--- src/rtl/traffic_gen_engine.sv ---
// Traffic generator: forwards beats from the r stream to a one-entry w output register,
// gating acceptance with alternating request/idle phases and counting completed w beats.
module traffic_gen_engine #(
  parameter int unsigned DATA_W = 32,
  parameter int unsigned CNT_W  = 32
) (
  input  logic                clk_i,
  input  logic                rst_ni,
  input  logic                test_mode_i,
  input  logic                clear_i,
  input  logic                ctrl_clear_i,
  input  logic                ctrl_enable_i,
  input  logic                ctrl_start_i,
  input  logic [CNT_W-1:0]    ctrl_n_total_reqs_i,
  input  logic [CNT_W-1:0]    ctrl_t_ck_reqs_i,
  input  logic [CNT_W-1:0]    ctrl_t_ck_idle_i,
  input  logic [CNT_W-1:0]    ctrl_cnt_limit_i,
  output logic                flags_ready_o,
  output logic [CNT_W-1:0]    flags_cnt_w_reqs_o,
  input  logic                r_reqs_valid_i,
  output logic                r_reqs_ready_o,
  input  logic [DATA_W-1:0]   r_reqs_data_i,
  output logic                w_reqs_valid_o,
  input  logic                w_reqs_ready_i,
  output logic [DATA_W-1:0]   w_reqs_data_o,
  output logic [DATA_W/8-1:0] w_reqs_strb_o
);

  typedef enum logic [1:0] {S_IDLE, S_REQ, S_GAP, S_DRAIN} state_e;

  state_e              state_q, state_d;
  logic [CNT_W-1:0]    n_total_q, n_total_d;
  logic [CNT_W-1:0]    t_reqs_q, t_reqs_d;
  logic [CNT_W-1:0]    t_idle_q, t_idle_d;
  logic [CNT_W-1:0]    acc_q, acc_d;
  logic [CNT_W-1:0]    phase_q, phase_d;
  logic [CNT_W-1:0]    cnt_q, cnt_d;
  logic                drain_entry_q, drain_entry_d;
  logic                w_valid_q, w_valid_d;
  logic [DATA_W-1:0]   w_data_q, w_data_d;
  logic [DATA_W/8-1:0] w_strb_q, w_strb_d;

  logic             r_ready, r_hs, w_hs;
  logic [CNT_W-1:0] req_last;
  logic             unused_test_mode;

  assign unused_test_mode = test_mode_i;

  assign w_hs     = w_valid_q & w_reqs_ready_i;
  assign r_ready  = (state_q == S_REQ) && ctrl_enable_i && (acc_q < n_total_q)
                    && (!w_valid_q || w_reqs_ready_i);
  assign r_hs     = r_ready & r_reqs_valid_i;
  // A zero-length request phase still lasts one cycle.
  assign req_last = (t_reqs_q == '0) ? '0 : t_reqs_q - CNT_W'(1);

  // NOTE: every signal assigned in this block gets a default first, so no latch is inferred.
  always_comb begin
    state_d       = state_q;
    n_total_d     = n_total_q;
    t_reqs_d      = t_reqs_q;
    t_idle_d      = t_idle_q;
    acc_d         = acc_q;
    phase_d       = phase_q;
    cnt_d         = cnt_q;
    drain_entry_d = drain_entry_q;
    w_valid_d     = w_valid_q;
    w_data_d      = w_data_q;
    w_strb_d      = w_strb_q;

    if (r_hs) begin
      w_valid_d = 1'b1;
      w_data_d  = r_reqs_data_i;
      w_strb_d  = '1;
    end else if (w_hs) begin
      w_valid_d = 1'b0;
    end

    // Completed beats count even while the engine is frozen.
    if (w_hs && (cnt_q < ctrl_cnt_limit_i)) cnt_d = cnt_q + CNT_W'(1);

    if (ctrl_enable_i) begin
      unique case (state_q)
        S_IDLE: begin
          if (ctrl_start_i) begin
            n_total_d = ctrl_n_total_reqs_i;
            t_reqs_d  = ctrl_t_ck_reqs_i;
            t_idle_d  = ctrl_t_ck_idle_i;
            acc_d     = '0;
            phase_d   = '0;
            if (ctrl_n_total_reqs_i == '0) begin
              state_d       = S_DRAIN;
              drain_entry_d = 1'b1;
            end else begin
              state_d = S_REQ;
            end
          end
        end
        S_REQ: begin
          if (r_hs) acc_d = acc_q + CNT_W'(1);
          if (r_hs && (acc_q + CNT_W'(1) == n_total_q)) begin
            state_d       = S_DRAIN;
            drain_entry_d = 1'b1;
          end else if (phase_q == req_last) begin
            phase_d = '0;
            if (t_idle_q != '0) state_d = S_GAP;
          end else begin
            phase_d = phase_q + CNT_W'(1);
          end
        end
        S_GAP: begin
          if (phase_q == t_idle_q - CNT_W'(1)) begin
            phase_d = '0;
            state_d = S_REQ;
          end else begin
            phase_d = phase_q + CNT_W'(1);
          end
        end
        S_DRAIN: begin
          // The entry cycle never exits, so DRAIN always lasts at least two cycles.
          if (drain_entry_q)   drain_entry_d = 1'b0;
          else if (!w_valid_q) state_d       = S_IDLE;
        end
        default: state_d = S_IDLE;
      endcase
    end

    if (clear_i || ctrl_clear_i) begin
      state_d       = S_IDLE;
      acc_d         = '0;
      phase_d       = '0;
      cnt_d         = '0;
      drain_entry_d = 1'b0;
      w_valid_d     = 1'b0;
    end
  end

  // NOTE: state flops use non-blocking assignments so every flop samples pre-edge values.
  // NOTE: the output data/strobe register is reset too, so the bus reads zero out of reset.
  always_ff @(posedge clk_i or negedge rst_ni) begin
    if (!rst_ni) begin
      state_q       <= S_IDLE;
      n_total_q     <= '0;
      t_reqs_q      <= '0;
      t_idle_q      <= '0;
      acc_q         <= '0;
      phase_q       <= '0;
      cnt_q         <= '0;
      drain_entry_q <= 1'b0;
      w_valid_q     <= 1'b0;
      w_data_q      <= '0;
      w_strb_q      <= '0;
    end else begin
      state_q       <= state_d;
      n_total_q     <= n_total_d;
      t_reqs_q      <= t_reqs_d;
      t_idle_q      <= t_idle_d;
      acc_q         <= acc_d;
      phase_q       <= phase_d;
      cnt_q         <= cnt_d;
      drain_entry_q <= drain_entry_d;
      w_valid_q     <= w_valid_d;
      w_data_q      <= w_data_d;
      w_strb_q      <= w_strb_d;
    end
  end

  assign flags_ready_o      = (state_q == S_IDLE);
  assign flags_cnt_w_reqs_o = cnt_q;
  assign r_reqs_ready_o     = r_ready;
  assign w_reqs_valid_o     = w_valid_q;
  assign w_reqs_data_o      = w_data_q;
  assign w_reqs_strb_o      = w_strb_q;

endmodule

--- config.mk ---
export PLATFORM = sky130hd
export DESIGN_NAME = traffic_gen_engine
export DESIGN_NICKNAME = d
export VERILOG_FILES = /design/src/rtl/traffic_gen_engine.sv
export SDC_FILE = /design/constraint.sdc
export NUM_CORES = 1
export LEC_CHECK = 0
export ABC_AREA = 1
export BUFFER_PORTS_ARGS = -buffer_cell sky130_fd_sc_hd__buf_4
export CAP_MARGIN = 10
export CORE_UTILIZATION = 50
export DETAILED_ROUTE_END_ITERATION = 6
export PLACE_DENSITY = 0.71
export SYNTH_ARGS = -nofsm -noshare
export SYNTH_HDL_FRONTEND = slang
export SYNTH_SLANG_ARGS = --single-unit
--- constraint.sdc ---
create_clock -name clk_i -period 6.5 [get_ports clk_i]
set_input_delay 0.975 -clock clk_i [delete_from_list [all_inputs] [get_ports clk_i]]
set_output_delay 0.975 -clock clk_i [all_outputs]
set_load 0.02 [all_outputs]
After elaboration in Yosys (flattened, before gate mapping):

Index checks and enable logic that the tools add are counted.

* $mul: 0
* $lt $le $gt $ge: 2
* mux-type cells: 34
* eq/ne operators: 16
* bitwise gates (word level): 2
* shift-type cells: 0
* reductions and logical operators: 23
* divide/modulo/power cells: 0
* $add $sub $neg: 5

Operator list (number)
* $mux W32: 12
* $add A32 B1 Y32 const B: 3
* $eq A32 B32 Y1: 3
* $pmux W32 S3: 1
* $logic_not A32 Y1: 2
* $lt A32 B32 Y1: 2
* $pmux W32 S2: 1
* $sub A32 B1 Y32 const B: 2
* $reduce_bool A32 Y1: 1
* $mux W2: 10
* $ne A3 B2 Y1 const B: 3
* $ne A3 B3 Y1 const B: 3
* $mux W1: 8
* $ne A4 B1 Y1 const B: 2
* $pmux W2 S4: 1
* $reduce_and A4 Y1: 2
* $reduce_bool A4 Y1: 2
* $reduce_and A7 Y1: 1
* $ne A3 B1 Y1 const B: 2
* $reduce_bool A3 Y1: 2
* $logic_and A1 B1 Y1: 5
* $reduce_and A5 Y1: 1
* $eq A2 B2 Y1 const B: 2
* $reduce_bool A2 Y1: 2
* other kinds (7): 9

* logic and storage cells: 93
* bits in writable memories: 0
* input port bits: 169
* memory bits (read-only): 0
* latch bits: 0
* register bits: 229
* memories kept: 0

Longest topological paths before layout:

* depth in word-level cells: 10
* depth in mapped cells: 23
* depth with buffers taken out: 20

Worst setup path after synthesis:

Ideal clock, no wire load.

* path kind: input to register
* from: input ctrl_cnt_limit_i[3]
* to: register cnt_q[10], in the netlist flags_cnt_w_reqs_o[10]
* data arrival time: 2606 ps
* setup slack: 3828 ps
* required time: 6434 ps
* stages on the path: 14
* library setup time: 66 ps
* cell sequence: inv_1 ha_1 a21oi_1 o21ai_0 nand3_1 a21oi_1 o211ai_1 nand2_1 nand4_1 nand4_1 nand2_1 clkbuf_1 nand2_1 nand2_1

* cells in the longest elaborated chain, start to end: 3

Ends and longest elaborated chain
* start: declaration: RTL line 17 `input logic [CNT_W-1:0] ctrl_cnt_limit_i,`
* $lt A32 B32 Y1: RTL line 79 `if (w_hs && (cnt_q < ctrl_cnt_limit_i)) cnt_d = cnt_q + CNT_W'(1);`
* $logic_and A1 B1 Y1: RTL line 79
* $reduce_bool A2 Y1 (no line)
* end signal: assignment: RTL line 159 `cnt_q <= cnt_d;`
* end: declaration: RTL line 37 `logic [CNT_W-1:0] cnt_q, cnt_d;`

No other way between the ends.
A chain may end at the register's enable or synchronous reset.

Worst setup path in the final report:

* from: register n_total_q[13]
* to: register acc_q[30]

* cells in the longest elaborated chain, start to end: 6

Ends and longest elaborated chain
* start: declaration: RTL line 32 `logic [CNT_W-1:0] n_total_q, n_total_d;`
* start signal: assignment: RTL line 154 `n_total_q <= n_total_d;`
* $lt A32 B32 Y1: RTL line 50 `assign r_ready = (state_q == S_REQ) && ctrl_enable_i && (acc_q < n_total_q)`
* $logic_and A1 B1 Y1: RTL line 50
* $logic_and A1 B1 Y1: RTL line 51 `&& (!w_valid_q || w_reqs_ready_i);`
* $and A1 B1 Y1: RTL line 52 `assign r_hs = r_ready & r_reqs_valid_i;`
* $ne A3 B2 Y1 (no line)
* $reduce_and A4 Y1 (no line)
* end signal: assignment: RTL line 145 `acc_q <= '0;`
* end signal: assignment: RTL line 157 `acc_q <= acc_d;`
* end: declaration: RTL line 35 `logic [CNT_W-1:0] acc_q, acc_d;`

No other way between the ends.

==> metrics <==
DP HPWL=40000 microns; Worst Path Arrival=4.36 ns; Synth area leaders=dfrtp_1 (34%), nand2_1 (18%), nor2_1 (8.1%); Synth Warn #=0; syn_nets=2848; # port buffers=238; IO Count=240; clk_skew=0.0178 ns; Seq/Total Area, Yosys=0.337; count leader, synth=nand2_1; RePlAce Congestion=0.949; ANT nets after route=0; Die Y=186 microns; final hold violation count=0; leakage=0.00997 uW; TritonRoute pass-1 iters=7; top cells by count, synth=nand2_1 (813), nor2_1 (365), inv_1 (313); Max Transition Viols Final=0; initial antenna violation count=0; Tcrit/Tclk final=0.599; post-synth cell types=42; CTS sink cnt=229; number of antenna diodes=0; DRT iter0 DRCs=1205; WL/cell=15.8 microns; Max Fanout on Critical Path=39; largest net degree at the start of global routing=176; post-CTS sizing=0; number of vias per cell=5.29; #FFs+latches synth=229; Initial Util=0.507; Post-CTS Setup Bufs=0; Worst setup SP type=register; Post-Synthesis Cell Area=17000 sq um; die area=34700 sq um; clock transition at the registers of the reported paths=0.06 ns; Max Freq=257 MHz; Syn-to-layout area delta=18.2%; core area=33500 sq um; syn avg cell area=6.52 sq um; RSZ-0062 raised after global routing=no; Worst-Skew Late Latency=0.57 ns; CP Class=register to register; CP endpoint kind=register; clk root buf=clkbuf_16; first-pass GRT wire length=84300 microns; Synth Flop Type=dfrtp_1; Worst-Margin Slew=1.12 ns; Die Wd=186 microns; Tmin final=3.89 ns; status=completed; Post-route DRC=0; asr flop ratio synth=1.00; vias in the first global route=16726; via count=17328; nets=3048; cts-stage hold buffer count=0; Final setup viols=0; EDFF count, synth=0; final instance area=20100 sq um; fraction of layout cells with a size suffix above 1=0.122; Synth Instances=2607; CTS Buffer Depth=3; CTS buffer count=28; routed wire length=51800 microns; Hold Path Class=primary input to async pin; CTS H-tree lvls=1; PwrDens=234 nW/um^2; placed cell area=19100 sq um; VDD IR max=0.241 mV; Max Cap Viol=0; GR Overflow Total=0; area leader, netlist=dfrtp_1; Crit path required time=6.96 ns; TNS Setup=0 ns; Cell Rows=67; CTS tree=yes; top-area cell type share of the netlist area=0.337; Max-slew headroom=0.250; Total GRT Usage=0.296
[logic make-up after synthesis]
| kind of cell | after synthesis | synth area share |
|---|---|---|
| AND/OR/NAND/NOR | 1579 | 0.392 |
| XOR/XNOR | 90 | 0.0464 |
| buffers and inverters | 403 | 0.0931 |
| AO/OA/AOI/OAI | 217 | 0.0669 |
| multiplexers | 17 | 0.0113 |
| adder cells (fa/ha/maj) | 72 | 0.0530 |
| flip-flops | 229 | 0.337 |
[layout make-up]
cell class / instances / area [sq um]
Fill cell: 3287 / 13400
Multi-Input combinational cell: 1975 / 9710
Sequential cell: 229 / 5730
Timing Repair Buffer: 245 / 1870
Inverter: 328 / 1230
Clock buffer: 41 / 830
Tap cell: 448 / 561
Clock inverter: 8 / 155
[routing by layer]
metal / vias to the layer above / global-route usage / routed length [microns]
li1: 8698 / - / -
met1: 7981 / 0.406 / 23500
met2: 554 / 0.482 / 23400
met3: 95 / 0.0493 / 3480
met4: 0 / 0.0855 / 1420
met5: - / 0 / 0
[critical path: stages, from the launching register on]
cell and delay [ns]:
dfrtp_1 0.39, inv_1 0.09, ha_1 0.31, nand2_1 0.07, inv_1 0.03, o21ai_0 0.13, nand2_1 0.08, nor2_1 0.11
nand2_1 0.10, nand2_1 0.07, nand4_1 0.21, nor2_2 0.16, buf_4 0.39, o21a_1 0.91, buf_4 0.47, nand3_1 0.13
o21ai_0 0.11
[metrics by stage]
step	instances	hold WS [ns]	worst slack [ns]	total power, uW	util
after floorplan	2607	0.453	3.83	2580	-
after global placement	3225	0.456	2.66	3000	0.570
after detailed placement	3225	0.460	2.65	3040	0.570
after CTS	3274	0.421	2.68	4720	0.599
after global routing	3274	0.450	2.35	4960	0.599
final	3274	0.398	2.61	4690	0.599
[registers in the layout, indices dropped and copies added (netlist names)]
name,count
n_total_q,32
w_reqs_data_o,32
state_q,2
acc_q,32
w_reqs_strb_o,1
t_idle_q,32
t_reqs_q,32
phase_q,32
drain_entry_q,1
flags_cnt_w_reqs_o,32
w_reqs_valid_o,1
[cells in the final DEF, fill, tap and decap left out, types with 20 or more instances in the layout]
cell and instances:
clkbuf_16 28, nor3_1 36, ha_1 72, nor2_1 363, inv_1 313, a21oi_1 96
buf_4 242, o21ai_0 94, nand2_1 813, nand3_1 215, nor2_2 20, nand4_1 81
xor2_1 62, xnor2_1 28, dfrtp_1 229
[where the power goes]
part           internal [uW]  switching, uW
Clock                   1040            633
Combinational            472            718
Sequential              1630            198
Total                   3140           1550
[worst paths after layout]
path | endpoint | slack [ns] | start | cells after the start
min in group clk_i | w_reqs_data_o[4] | 0.47 | w_reqs_data_o[4] | 2
setup reg to reg | acc_q[30] | 2.61 | n_total_q[13] | 16
max in group asynchronous | t_reqs_q[9] | 4.87 | rst_ni | 2
setup / recovery | acc_q[30] | 2.61 | n_total_q[13] | 16
hold / removal | n_total_q[19] | 0.40 | rst_ni | 1
hold reg to reg | w_reqs_data_o[4] | 0.47 | w_reqs_data_o[4] | 2
Power figures use the tool's default switching activity.
